**config.mk**
```make
export PLATFORM = sky130hd
export DESIGN_NAME = aes256_dev_ctrl
export DESIGN_NICKNAME = d
export VERILOG_FILES = /design/src/rtl/aes_dev_pkg.sv /design/src/rtl/aes_dev_watchdog.sv /design/src/rtl/aes256_dev_ctrl.sv
export SDC_FILE = /design/constraint.sdc
export NUM_CORES = 1
export LEC_CHECK = 0
export CAP_MARGIN = 10
export CORE_AREA = 10 10 393 395
export DETAILED_ROUTE_END_ITERATION = 8
export DIE_AREA = 0 0 403 405
export GPL_ROUTABILITY_DRIVEN = 0
export SLEW_MARGIN = 20
export SYNTH_ARGS = -nofsm -noshare
export SYNTH_HDL_FRONTEND = slang
export SYNTH_SLANG_ARGS = --single-unit
export TNS_END_PERCENT = 10
```
**constraint.sdc**
```tcl
create_clock -name clk -period 3.3 [get_ports clk]
set_input_delay 0.99 -clock clk [delete_from_list [all_inputs] [get_ports clk]]
set_output_delay 0.99 -clock clk [all_outputs]
set_load 0.02 [all_outputs]
```
**src/rtl/aes_dev_pkg.sv**
```systemverilog
// Shared types and default sizes for the AES256 device controller.
// Optional build macro used by the top: AES_DEV_STATS_EN.
package aes_dev_pkg;

    localparam int DATA_W_DEF    = 128;
    localparam int NUM_RKEYS_DEF = 15;

    typedef enum logic [1:0] {
        MODE_ENC    = 2'b00,
        MODE_DEC    = 2'b01,
        MODE_KEYGEN = 2'b10,
        MODE_RSVD   = 2'b11
    } modeT;

    typedef enum logic [2:0] {
        S_IDLE,
        S_SEED1,
        S_KGEN,
        S_RUN,
        S_OUT
    } stateT;

endpackage

```
**src/rtl/aes_dev_watchdog.sv**
```systemverilog
// Engine watchdog: start arms and begins counting, clear disarms,
// expire is raised TIMEOUT-1 cycles after the start cycle.
module aes_dev_watchdog #(
    parameter int TIMEOUT = 64,
    parameter int TO_W    = 7
) (
    input  logic clk,
    input  logic resetn,
    input  logic start,
    input  logic clear,
    output logic expire
);

    localparam logic [TO_W-1:0] LAST = TO_W'(TIMEOUT - 1);

    logic            armed;
    logic [TO_W-1:0] cnt;

    assign expire = armed && (cnt == LAST);

    always_ff @(posedge clk or negedge resetn) begin
        if (!resetn) begin
            armed <= 1'b0;
            cnt   <= '0;
        end else if (start) begin
            // start cycle counts as cycle 0, so the next cycle reads 1
            armed <= 1'b1;
            cnt   <= TO_W'(1);
        end else if (clear) begin
            armed <= 1'b0;
            cnt   <= '0;
        end else if (armed && !expire) begin
            cnt <= cnt + 1'b1;
        end
    end

endmodule

```
**src/rtl/aes256_dev_ctrl.sv**
```systemverilog
// AES256 device sequencer: seed/keygen ROM fill, enc/dec jobs, held result stream.
// Define AES_DEV_STATS_EN to add blk_cnt/err_cnt statistics ports.
module aes256_dev_ctrl
    import aes_dev_pkg::*;
#(
    parameter int DATA_W    = DATA_W_DEF,
    parameter int NUM_RKEYS = NUM_RKEYS_DEF,
    parameter int RK_AW     = 4,
    parameter int TIMEOUT   = 64,
    parameter int TO_W      = 7
) (
    input  logic                clk,
    input  logic                resetn,
    input  logic                in_valid,
    output logic                in_ready,
    input  logic [DATA_W-1:0]   in_data,
    input  logic [1:0]          in_mode,
    output logic                out_valid,
    input  logic                out_ready,
    output logic [DATA_W-1:0]   out_data,
    output logic                out_err,
    output logic                key_ready,
    output logic                eng_start,
    output logic                eng_dec,
    output logic [DATA_W-1:0]   eng_din,
    input  logic                eng_done,
    input  logic [DATA_W-1:0]   eng_dout,
    output logic                kg_start,
    output logic [2*DATA_W-1:0] kg_seed,
    input  logic                kg_valid,
    input  logic [DATA_W-1:0]   kg_key,
    output logic                rk_we,
    output logic [RK_AW-1:0]    rk_addr,
    output logic [DATA_W-1:0]   rk_wdata
`ifdef AES_DEV_STATS_EN
    ,
    output logic [31:0]         blk_cnt,
    output logic [15:0]         err_cnt
`endif
);

    localparam logic [RK_AW-1:0] LAST_RK = RK_AW'(NUM_RKEYS - 1);

    stateT             state;
    logic [RK_AW-1:0]  cnt;
    logic              inRdy, outValid, outErr, keyReady, engStart, engDec, kgStart;
    logic [DATA_W-1:0] outData, engDin, seedLo, seedHi;
    logic              wdExpire, inFire, kgWrite;

    assign inFire  = in_valid && inRdy;
    assign kgWrite = (state == S_KGEN) && kg_valid;

    aes_dev_watchdog #(.TIMEOUT(TIMEOUT), .TO_W(TO_W)) uWd (
        .clk    (clk),
        .resetn (resetn),
        .start  (engStart),
        .clear  (state != S_RUN),
        .expire (wdExpire)
    );

    always_ff @(posedge clk or negedge resetn) begin
        if (!resetn) begin
            state    <= S_IDLE;
            cnt      <= '0;
            inRdy    <= 1'b0;
            outValid <= 1'b0;
            outErr   <= 1'b0;
            outData  <= '0;
            keyReady <= 1'b0;
            engStart <= 1'b0;
            engDec   <= 1'b0;
            engDin   <= '0;
            kgStart  <= 1'b0;
            seedLo   <= '0;
            seedHi   <= '0;
        end else begin
            engStart <= 1'b0;
            kgStart  <= 1'b0;
            case (state)
                S_IDLE: begin
                    inRdy <= 1'b1;
                    if (inFire) begin
                        if (in_mode == MODE_KEYGEN) begin
                            seedLo   <= in_data;
                            keyReady <= 1'b0;
                            state    <= S_SEED1;
                        end else if (in_mode != MODE_RSVD && keyReady) begin
                            engDin   <= in_data;
                            engDec   <= in_mode[0];
                            engStart <= 1'b1;
                            inRdy    <= 1'b0;
                            state    <= S_RUN;
                        end else begin
                            outValid <= 1'b1;
                            outErr   <= 1'b1;
                            outData  <= '0;
                            inRdy    <= 1'b0;
                            state    <= S_OUT;
                        end
                    end
                end
                S_SEED1: begin
                    if (inFire) begin
                        inRdy <= 1'b0;
                        if (in_mode == MODE_KEYGEN) begin
                            seedHi  <= in_data;
                            cnt     <= '0;
                            kgStart <= 1'b1;
                            state   <= S_KGEN;
                        end else begin
                            outValid <= 1'b1;
                            outErr   <= 1'b1;
                            outData  <= '0;
                            state    <= S_OUT;
                        end
                    end
                end
                S_KGEN: begin
                    if (kg_valid) begin
                        if (cnt == LAST_RK) begin
                            keyReady <= 1'b1;
                            inRdy    <= 1'b1;
                            cnt      <= '0;
                            state    <= S_IDLE;
                        end else begin
                            cnt <= cnt + 1'b1;
                        end
                    end
                end
                S_RUN: begin
                    // a done on the expiry cycle still counts as in time
                    if (eng_done) begin
                        outValid <= 1'b1;
                        outErr   <= 1'b0;
                        outData  <= eng_dout;
                        state    <= S_OUT;
                    end else if (wdExpire) begin
                        outValid <= 1'b1;
                        outErr   <= 1'b1;
                        outData  <= '0;
                        state    <= S_OUT;
                    end
                end
                S_OUT: begin
                    if (out_ready) begin
                        outValid <= 1'b0;
                        outErr   <= 1'b0;
                        outData  <= '0;
                        inRdy    <= 1'b1;
                        state    <= S_IDLE;
                    end
                end
                default: state <= S_IDLE;
            endcase
        end
    end

`ifdef AES_DEV_STATS_EN
    always_ff @(posedge clk or negedge resetn) begin
        if (!resetn) begin
            blk_cnt <= '0;
            err_cnt <= '0;
        end else if (outValid && out_ready) begin
            if (outErr) err_cnt <= err_cnt + 1'b1;
            else        blk_cnt <= blk_cnt + 1'b1;
        end
    end
`endif

    assign in_ready  = inRdy;
    assign out_valid = outValid;
    assign out_data  = outData;
    assign out_err   = outErr;
    assign key_ready = keyReady;
    assign eng_start = engStart;
    assign eng_dec   = engDec;
    assign eng_din   = engDin;
    assign kg_start  = kgStart;
    assign kg_seed   = {seedHi, seedLo};
    assign rk_we     = kgWrite;
    assign rk_addr   = cnt;
    assign rk_wdata  = kgWrite ? kg_key : '0;

endmodule

```
# Word-level counts from Yosys, hierarchy flattened
# Cells that the tools add are included.
[op_classes] div=0 n_reduce_logical=21 eq_ne=20 n_lt_le_gt_ge=0 addsub=2 multipliers=0 n_shift=0 bitwise_logic=1 mux=58
[ops] operator="$mux W128" n=9
[ops] operator="$pmux W128 S4" n=1
[ops] operator="$mux W3" n=10
[ops] operator="$mux W1" n=25
[ops] operator="$mux W7" n=3
[ops] operator="$ne A2 B2 Y1 const B" n=10
[ops] operator="$mux W4" n=4
[ops] operator="$pmux W3 S5" n=1
[ops] operator="$pmux W1 S4" n=3
[ops] operator="$reduce_and A5 Y1" n=2
[ops] operator="$pmux W4 S2" n=1
[ops] operator="$reduce_and A4 Y1" n=2
[ops] operator="$reduce_and A8 Y1" n=1
[ops] operator="$reduce_bool A4 Y1" n=2
[ops] operator="$add A7 B1 Y7 const B" n=1
[ops] operator="$eq A7 B6 Y1 const B" n=1
[ops] operator="$eq A3 B2 Y1 const B" n=2
[ops] operator="$ne A3 B2 Y1 const B" n=2
[ops] operator="$reduce_and A3 Y1" n=2
[ops] operator="$reduce_and A6 Y1" n=1
[ops] operator="$reduce_bool A2 Y1" n=3
[ops] operator="$logic_and A1 B1 Y1" n=5
[ops] operator="$add A4 B1 Y4 const B" n=1
[ops] operator="$eq A4 B4 Y1 const B" n=1
[ops] operator="other kinds (9)" n=9
[word_totals] latch_bits=0 inputBits=392 elab_cells=117 register_bits=534 output_inout_bits=652 ramBits=0 romBits=0 n_memories=0

# Depth between registers and ports, before layout
# Gate-level depths: netlist of run 1.
[logic_depth] depth_word=7 depth_mapped=8 mapped_depth_nobuf=7

# By module
# From an unflattened synthesis of run 1, not the netlist that was laid out.
[unflattened] hier_cells=1925 hier_area_um2=21145.3
[modules_own_cells] module="aes256_dev_ctrl" n_inst=1 cells_each=1881 seq_area_each_um2=13162.6 area_per_inst_um2=20706.1
[modules_own_cells] module="aes_dev_watchdog" n_inst=1 cells_each=44 seq_area_each_um2=200.2 area_per_inst_um2=439.2

# Worst setup path after synthesis of run 1
# OpenSTA, ideal clock, no wires.
[synth_path] path_type="input port to output port" from="input kg_valid" to="output rk_wdata[119]" slack_ns=0.374 arrival_ns=1.936 t_required_ns=2.310 cell_stages=4 cell_sequence="and3_1 > clkbuf_1 > clkbuf_1 > and2_1"
[synth_via] elab_chain_len=2
[synth_lines] item="start: declaration" line_no="aes256_dev_ctrl.sv:30" text="input logic kg_valid,"
[synth_lines] item="$logic_and A1 B1 Y1" line_no="aes256_dev_ctrl.sv:51" text="assign kgWrite = (state == S_KGEN) && kg_valid;"
[synth_lines] item="net rk_we" line_no="aes256_dev_ctrl.sv:32" text="output logic rk_we,"
[synth_lines] item="$mux W128" line_no="aes256_dev_ctrl.sv:182" text="assign rk_wdata = kgWrite ? kg_key : '0;"
[synth_lines] item="end: declaration" line_no="aes256_dev_ctrl.sv:34" text="output logic [DATA_W-1:0] rk_wdata"
# The timed path passes the listed nets, and every way through them passes these cells.

# Worst setup path after layout of run 1
[layout_path] from="register state[0]" to="output rk_wdata[9]"
[layout_via] elab_chain_len=3
[layout_lines] item="start: declaration" line_no="aes256_dev_ctrl.sv:44" text="stateT state;"
[layout_lines] item="start signal: assignment" line_no="aes256_dev_ctrl.sv:63" text="state <= S_IDLE;"
[layout_lines] item="start signal: assignment" line_no="aes256_dev_ctrl.sv:86" text="state <= S_SEED1;"
[layout_lines] item="start signal: assignment" line_no="aes256_dev_ctrl.sv:92" text="state <= S_RUN;"
[layout_lines] item="$eq A3 B2 Y1" line_no="aes256_dev_ctrl.sv:51"
[layout_lines] item="$logic_and A1 B1 Y1" line_no="aes256_dev_ctrl.sv:51"
[layout_lines] item="$mux W128" line_no="aes256_dev_ctrl.sv:182"
# Every way passes these cells.

==> flow_summary.toml, run 1 <==
[clocking]
cts_num_sinks = 534
cts_buffers = 67
htreeDepth = 3
cts_root_buf = "clkbuf_16"
cts_tree = "yes"
worstSkewPairLatency_ps = 660
path_clk_slew_ps = 70
ctsLongestPathBuffers = 3

[synth]
synth_flop_cell = "dfrtp_1"
yosysWarningCount = 0
syn_nets = 1766
synth_compound_area_share_pct = 6.42
synth_edf_count = 0
synthDistinctLibCells = 45
muxShareOfSynthArea_pct = 21.0
synthXorXnorAreaFrac_pct = 0.211
async_reset_ff_share_pct = 100
postSynthAreaPerCell_um2 = 15.2
syn_inst = 1371
ys_seq_area_share_pct = 64.3
synth_top_family_by_area = "multiplexers"
ys_ff_latch = 534
synth-simple-area-share_pct = 5.30
synth-adder-area-share_pct = 0.180
syn_area_um2 = 20800

[power_and_ir_drop]
p_total_uw = 29400
powerDensity_nw_per_um2 = 799
ir_worst_vdd_v = 0.000531
power.leakage_uw = 0.0161

[run_status]
status = "finished, final reports clean"

[critical_path]
endpoint_kind = "output port"
critPathBufInv = 3
path_class = "reg -> out"
crit_slowest_cell = "dfrtp_1"
max_stage_delay_ps = 410
crit_path_frequent_cell = "buf_12"
cp-start-kind = "flip-flop"
crit_chain = "nor2_4 > and3_4 > buf_12 > buf_6 > and2_4 > buf_12"
arrival_ps = 2230
cp.required_ps = 2310
crit_family = "simple AND/OR/NAND/NOR gates"
path_max_fanout = 34

[die]
die_w_um = 403
pin_count = 1044
die_area_um2 = 163000
core-area_um2 = 147000
die_height_um = 405
rows = 141
initial_core_util_pct = 14.2

[timing]
relSlewSlack_pct = 49.5
timing.final.crit_share_pct = 97.6
maxSlewViolCount = 0
rsz0062_at_grt = "yes"
clock_skew_ps = 25.8
setup_ws_ps = 78.1
fmax_mhz = 310
setup_viol = 0
period_needed_ps = 3220
final_hold_viol_count = 0
worst_pin_slew_ps = 758
tns_ps = 0

[grt]
grt_pass1_vias = 17400
grtUsageTotal_pct = 14.4
use_met3_pct = 5.50
busiest_layer = "met2"
antenna_found_initial = 25
grt_util_met1_pct = 16.2
grt_pass1_wl_mm = 162
grtUsageMet2_pct = 25.3
grt_max_degree = 55
grt_overflow = 0

[routing]
vias_per_cell = 3.69
vias = 16500
wl_mm = 124
wl_per_cell_um = 27.7
drcViolationCount = 0
drt_iter0_drc = 1044
antenna_left = 0
drt-pass1-iter-count = 7

[flow_run]
drv_cap = 0

[cells_and_area]
area_growth_pct = 77.0
num-fill-cells = 15300
drive_gt1_share_pct = 24.7
layout_common_cells = "clkdlybuf4s50_1 (911), dfrtp_1 (534), mux2_2 (287), a22o_1 (128), and2_1 (122)"
final_common_cell = "clkdlybuf4s50_1"
fin_nets = 2879

[hold_path]
min_path_type = "in -> async"

[place]
dp_slack_ps = -446
port_buffers = 1043
place.detailed.hpwl_mm = 103
final cells by class:
type / count / area [µm²] / area share (%)
Clock inverter: 27 / 387 / 1.05
Multi-Input combinational cell: 741 / 6970 / 18.9
Sequential cell: 534 / 13400 / 36.3
Clock buffer: 92 / 1900 / 5.16
Inverter: 7 / 26.3 / 0.0714
Timing Repair Buffer: 1133 / 11700 / 31.9
Antenna cell: 5 / 12.5 / 0.0340
Tap cell: 1930 / 2410 / 6.56
layer usage:
layer / up-vias / wire, µm
met5: - / 55
met2: 664 / 62800
met4: 10 / 3400
met1: 8552 / 47100
li1: 7128 / -
met3: 121 / 10400
power by group:
part	total, µW	leakage, µW	switching [µW]	internal [µW]
clock	7720	0.00112	3280	4440
sequential	9650	0.00710	1080	8570
combinational	12100	0.00792	6320	5740
total	29400	0.0161	10700	18700
cells in the mapped netlist, drive strengths merged, types with 4 or more instances:
cell type	n	area share (%)
o21ai	8	0.19
a21oi	10	0.24
nand2b	4	0.12
clkbuf	25	0.50
nand2	10	0.18
nor2	16	0.29
mux2	387	21
buf	64	2.0
nand3	8	0.19
inv	7	0.13
and2	128	3.9
a31oi	5	0.15
dfrtp	534	64
a22o	128	5.4
metrics by stage:
stage               std cells  hold WS [ps]  util [%]  area [µm²]
floorplan                1371           484         -       20800
detailed placement       4343           474      23.6       34600
CTS                      4462           310      25.0       36800
global placement         4343           467      23.6       34600
global route             4464           343      25.1       36800
finish                   4469           384      25.1       36800
kinds of logic after synthesis:
family          count (synthesis)
compound gates                161
xor+xnor                        5
fa+ha+maj                       3
buf+inv                        96
flops                         534
mux                           388
simple gates                  184
worst paths after layout:
kind / depth (start not counted) / start / slack [ps] / end
worst min register to register: 1 / eng_din[35] / 480 / eng_din[35]
max in group asynchronous: 2 / resetn / 2060 / out_data[58]
min in group clk: 1 / eng_din[35] / 480 / eng_din[35]
worst max-delay path: 6 / state[0] / 80 / rk_wdata[9]
worst min-delay path: 1 / resetn / 380 / seedLo[111]
worst max register to register: 7 / state[1] / 820 / eng_din[83]
flip-flops by register name, summed over array words and instances, names as in the netlist:
signal     cells
eng_din      128
key_ready      1
eng_dec        1
out_data     128
state          3
in_ready       1
out_err        1
seedHi       128
rk_addr        4
uWd.armed      1
out_valid      1
kg_start       1
seedLo       128
uWd.cnt        7
eng_start      1
timing repair:
item | in CTS | in global routing
resized for setup | 224 | 25
pin swaps | 0 | 1
buffers inserted | 0 | 1
gates cloned | 0 | 1
hold buffers | 0 | 0
setup endpoints to repair | 128 | 27
Note: power is estimated with default switching activity, not from simulation.
==> run 2, diff against run 1 <==
--- a/config.mk
+++ b/config.mk
@@ -6,9 +6,9 @@
 export NUM_CORES = 1
 export LEC_CHECK = 0
 export CAP_MARGIN = 10
-export CORE_AREA = 10 10 393 395
+export CORE_AREA = 4 4 405 407
 export DETAILED_ROUTE_END_ITERATION = 8
-export DIE_AREA = 0 0 403 405
+export DIE_AREA = 0 0 409 411
 export GPL_ROUTABILITY_DRIVEN = 0
 export SLEW_MARGIN = 20
 export SYNTH_ARGS = -nofsm -noshare
==> constraint.sdc (replaced) <==
create_clock -name clk -period 3.4 [get_ports clk]
set_input_delay 1.02 -clock clk [delete_from_list [all_inputs] [get_ports clk]]
set_output_delay 1.02 -clock clk [all_outputs]
set_load 0.02 [all_outputs]
==> run 2 against run 1 <==
Effect of this change: count of clock-buffer cells in the layout fell by 5; non-clock buffer count fell by 3; critical path type is now in -> out; final cell count rose by 5.1%; first-iteration DRC count rose by 9.8%; power fell by 6.3%; sequential power fell by 2.6%; wire length fell by 8.6%; worst hold slack got worse by 77 ps; cell area rose by 0.99%.
==> flow_summary.toml, run 2 (synthesized netlist as in run 1, its figures left out) <==
[timing]
final_hold_viol_count = 0
tns_ps = 0
relSlewSlack_pct = 56.8
clock_skew_ps = 26.0
worst_pin_slew_ps = 648
whs_ps = 307
timing.final.crit_share_pct = 97.5
rsz0062_at_grt = "no"
maxSlewViolCount = 0
fmax_mhz = 302
period_needed_ps = 3310
setup_viol = 0

[clocking]
cts_tree = "yes"
cts_root_buf = "clkbuf_16"
htreeDepth = 2
path_clk_slew_ps = 60
ctsLongestPathBuffers = 3
worstSkewPairLatency_ps = 670
cts_buffers = 61
cts_num_sinks = 534

[place]
dp.cells = 4570
place_area_um2 = 35000
port_buffers = 1043
place.detailed.hpwl_mm = 92.2

[critical_path]
endpoint_kind = "output port"
path_max_fanout = 27
cp-start-kind = "input port"
arrival_ps = 2290
crit_slowest_cell = "and3_4"
cp.required_ps = 2380
max_stage_delay_ps = 260
ff2ff_setup_slack_ps = 1030
crit_chain = "clkdlybuf4s15_2 > and3_4 > buf_12 > clkbuf_16 > and2_1 > buf_12"
path_class = "in -> out"
crit_path_frequent_cell = "buf_12"

[flow_run]
drv_cap = 0

[routing]
drcViolationCount = 0
wl_mm = 113
drt_iter0_drc = 1146
vias = 16600
antenna_left = 0
wl_per_cell_um = 24.1
drt-pass1-iter-count = 5
vias_per_cell = 3.54

[die]
rows = 147
pin_count = 1044
die_height_um = 411
core-area_um2 = 160000
die_w_um = 409
die_area_um2 = 168000
initial_core_util_pct = 13.0

[grt]
grtUsageTotal_pct = 12.8
grt_overflow = 0
antenna_found_initial = 34
grt_pass1_vias = 17300
grt_max_degree = 80
grt_pass1_wl_mm = 151

[cells_and_area]
fin_nets = 2870
final_cell_area_um2 = 37200
layout_common_cells = "clkdlybuf4s50_1 (911), dfrtp_1 (534), mux2_2 (287), a22o_1 (128), and2_1 (126)"
fin_cells = 4697
finish.utilization_pct = 23.2
drive_gt1_share_pct = 22.9
final_common_cell = "clkdlybuf4s50_1"
area_growth_pct = 78.7

[power_and_ir_drop]
powerDensity_nw_per_um2 = 742
ir_worst_vdd_v = 0.000519
power.leakage_uw = 0.0162

[run_status]
status = "finished, final reports clean"

[hold_path]
min_path_type = "in -> async"
-- run 2: cell types whose count changed in the layout (fill, tap and decap cells not counted), moves of 8 or more --
cell             change
clkdlybuf4s15_2     -10
buf_2               -36
buf_12              +15
diode_2             +11
dlygate4sd2_1       +43
clkdlybuf4s15_1      -8
-- run 2: metrics by stage --
| step | total power (µW) | setup slack [ps] |
|---|---|---|
| 2_1_floorplan | 14400 | 414 |
| 3_3_place_gp | 20900 | -450 |
| 3_5_place_dp | 21000 | -497 |
| 4_1_cts | 28000 | 22.9 |
| 5_1_grt | 28900 | 8.31 |
| 6_report | 27600 | 86.3 |
-- run 2: final cells by class --
type	count	area, µm²
clock inverter	22	267
sequential	534	13400
inverter	7	26.3
tap	2160	2700
fill	16900	123000
clock buffer	87	1800
multi-input combinational	741	6960
timing repair buffer	1130	12000
antenna	16	40.0
-- run 2: critical path: cells and delay by family --
family / cells / cell delay, ps
AND/OR/NAND/NOR: 2 / 450
buffers and inverters: 4 / 770
-- run 2: path summary, 6_finish.rpt --
check | start | to | depth (start not counted)
min reg2reg | eng_din[97] | eng_din[97] | 1
max in group asynchronous | resetn | out_data[49] | 2
max reg2reg | state[2] | out_data[30] | 8
min in group clk | eng_din[97] | eng_din[97] | 1
min | resetn | eng_din[83] | 1
max | kg_valid | rk_wdata[71] | 6
-- run 2: power by group --
group / total [µW] / internal (µW) / switching [µW]
sequential: 9400 / 8310 / 1080
clock: 6750 / 3860 / 2890
combinational: 11400 / 5540 / 5880
-- run 2: what timing repair did --
action / 4_1_cts / 5_1_grt
buffers inserted: 0 / 0
gates cloned: 0 / 2
gates resized for setup: 52 / 3
hold buffers: 0 / 0
endpoints found under the setup margin: 129 / 47
-- run 2: metal layers --
metal | track usage (%) | share of wire, % | routed length [µm]
met5 | 0 | 0.19 | 213
met4 | 2.67 | 1.9 | 2110
met3 | 5.90 | 11 | 12100
met2 | 19.9 | 45 | 50900
met1 | 16.1 | 42 | 47900
==> run 3, diff against run 2 <==
--- a/config.mk
+++ b/config.mk
@@ -10,6 +10,7 @@
 export DETAILED_ROUTE_END_ITERATION = 8
 export DIE_AREA = 0 0 409 411
 export GPL_ROUTABILITY_DRIVEN = 0
+export SKIP_LAST_GASP = 1
 export SLEW_MARGIN = 20
 export SYNTH_ARGS = -nofsm -noshare
 export SYNTH_HDL_FRONTEND = slang
==> run 3 against run 2 <==
Effect of this change: the run now ends with setup timing left; clock skew rose by 0.70 ps; die area is the same; global-route usage about the same; setup slack worse by 180 ps; via count down 0.42%; power hardly changed; sequential power hardly changed; count of clock-buffer cells in the layout did not move.
==> flow_summary.toml, run 3 (synthesized netlist as in run 1, its figures left out) <==
[timing]
setup_ws_ps = -97.3
setup_viol = 1
relSlewSlack_pct = 57.0
final_hold_viol_count = 0
tns_ps = -97.3
fmax_mhz = 286
maxSlewViolCount = 0
timing.final.crit_share_pct = 103
rsz0062_at_grt = "yes"
clock_skew_ps = 26.7
worst_pin_slew_ps = 645
period_needed_ps = 3500

[cells_and_area]
final_cell_area_um2 = 37100
layout_common_cells = "clkdlybuf4s50_1 (912), dfrtp_1 (534), mux2_2 (287), a22o_1 (128), and2_1 (128)"
fin_nets = 2868
final_common_cell = "clkdlybuf4s50_1"
fin_cells = 4693
drive_gt1_share_pct = 22.8
area_growth_pct = 78.5

[hold_path]
min_path_type = "in -> async"

[clocking]
worstSkewPairLatency_ps = 670
cts_root_buf = "clkbuf_16"
cts_num_sinks = 534
path_clk_slew_ps = 60
postCtsSetupRepairBufs = 0
ctsLongestPathBuffers = 3
htreeDepth = 2
cts_buffers = 61
cts_tree = "yes"

[critical_path]
arrival_ps = 2480
endpoint_kind = "output port"
cp-start-kind = "input port"
path_max_fanout = 52
cp.required_ps = 2380
path_class = "in -> out"

[grt]
antenna_found_initial = 34
grtUsageTotal_pct = 12.8
grt_overflow = 0
grt_pass1_wl_mm = 151
grt_pass1_vias = 17300
grt_max_degree = 80

[routing]
vias = 16600
drt-pass1-iter-count = 4
wl_mm = 113
wl_per_cell_um = 24.0
antenna_left = 0
drt_iter0_drc = 1108
drcViolationCount = 0
vias_per_cell = 3.53

[die]
core-area_um2 = 160000
die_w_um = 409
die_area_um2 = 168000
rows = 147
initial_core_util_pct = 13.0
pin_count = 1044
die_height_um = 411

[run_status]
status = "finished with violations"
violations = "setup timing"

[place]
dp_slack_ps = -497
port_buffers = 1043
place.detailed.hpwl_mm = 92.2
dp.cells = 4570
place_area_um2 = 35000

[power_and_ir_drop]
power.leakage_uw = 0.0162
p_total_uw = 27500
powerDensity_nw_per_um2 = 742
ir_worst_vdd_v = 0.000519

[flow_run]
drv_cap = 0
==> run 3: cell count changes in the layout (fill, tap and decap cells not counted), sizes merged <==
cell,previous run,this run
clkdlybuf4s50,911,912
dlygate4sd2,44,38
dlymetal6s2s,0,5
clkbuf,89,87
diode,16,14
==> run 3: stage by stage <==
step	util, %	hold slack, ps
2_1_floorplan	-	484
3_3_place_gp	21.9	467
3_5_place_dp	21.9	474
4_1_cts	23.1	246
5_1_grt	23.2	293
6_report	23.2	309
==> run 3: repair_timing <==
item                       in CTS  in global routing
setup endpoints to repair     129                 53
pin swaps                       0                  0
gates resized for setup        46                  5
hold buffers                    0                  0
==> run 3: where the power goes <==
group          internal (µW)  total (µW)  switching [µW]
Clock                   3860        6750            2890
Sequential              8310        9390            1080
Combinational           5530       11400            5870
==> run 3: worst max-delay path: stages <==
cell and delay (ps):
clkdlybuf4s15_2 240, and3_4 230, buf_12 210, and2_1 150
clkdlybuf4s50_1 600
==> run 3: worst paths after layout <==
path	end	start	slack [ps]	depth (start not counted)
setup / recovery	rk_wdata[115]	kg_valid	-100	5
hold / removal	eng_din[83]	resetn	310	1
setup reg to reg	eng_din[23]	state[0]	1080	7
hold reg to reg	eng_din[97]	eng_din[97]	480	1
max in group asynchronous	seedHi[8]	resetn	2180	2
min in group clk	eng_din[97]	eng_din[97]	480	1
==> run 3: area by class of cell <==
class | instances | area [µm²]
Multi-Input combinational cell | 741 | 6950
Tap cell | 2160 | 2700
Inverter | 7 | 26.3
Antenna cell | 14 | 35.0
Clock buffer | 87 | 1800
Sequential cell | 534 | 13400
Timing Repair Buffer | 1128 | 12000
Fill cell | 16900 | 123000
Clock inverter | 22 | 267
==> run 3: layer usage <==
layer	global-route usage [%]	wire length [µm]	vias up
li1	-	-	7102
met1	16.1	47400	8567
met2	19.9	50800	736
met3	5.90	12000	129
met4	2.67	2090	36
met5	0	250	-
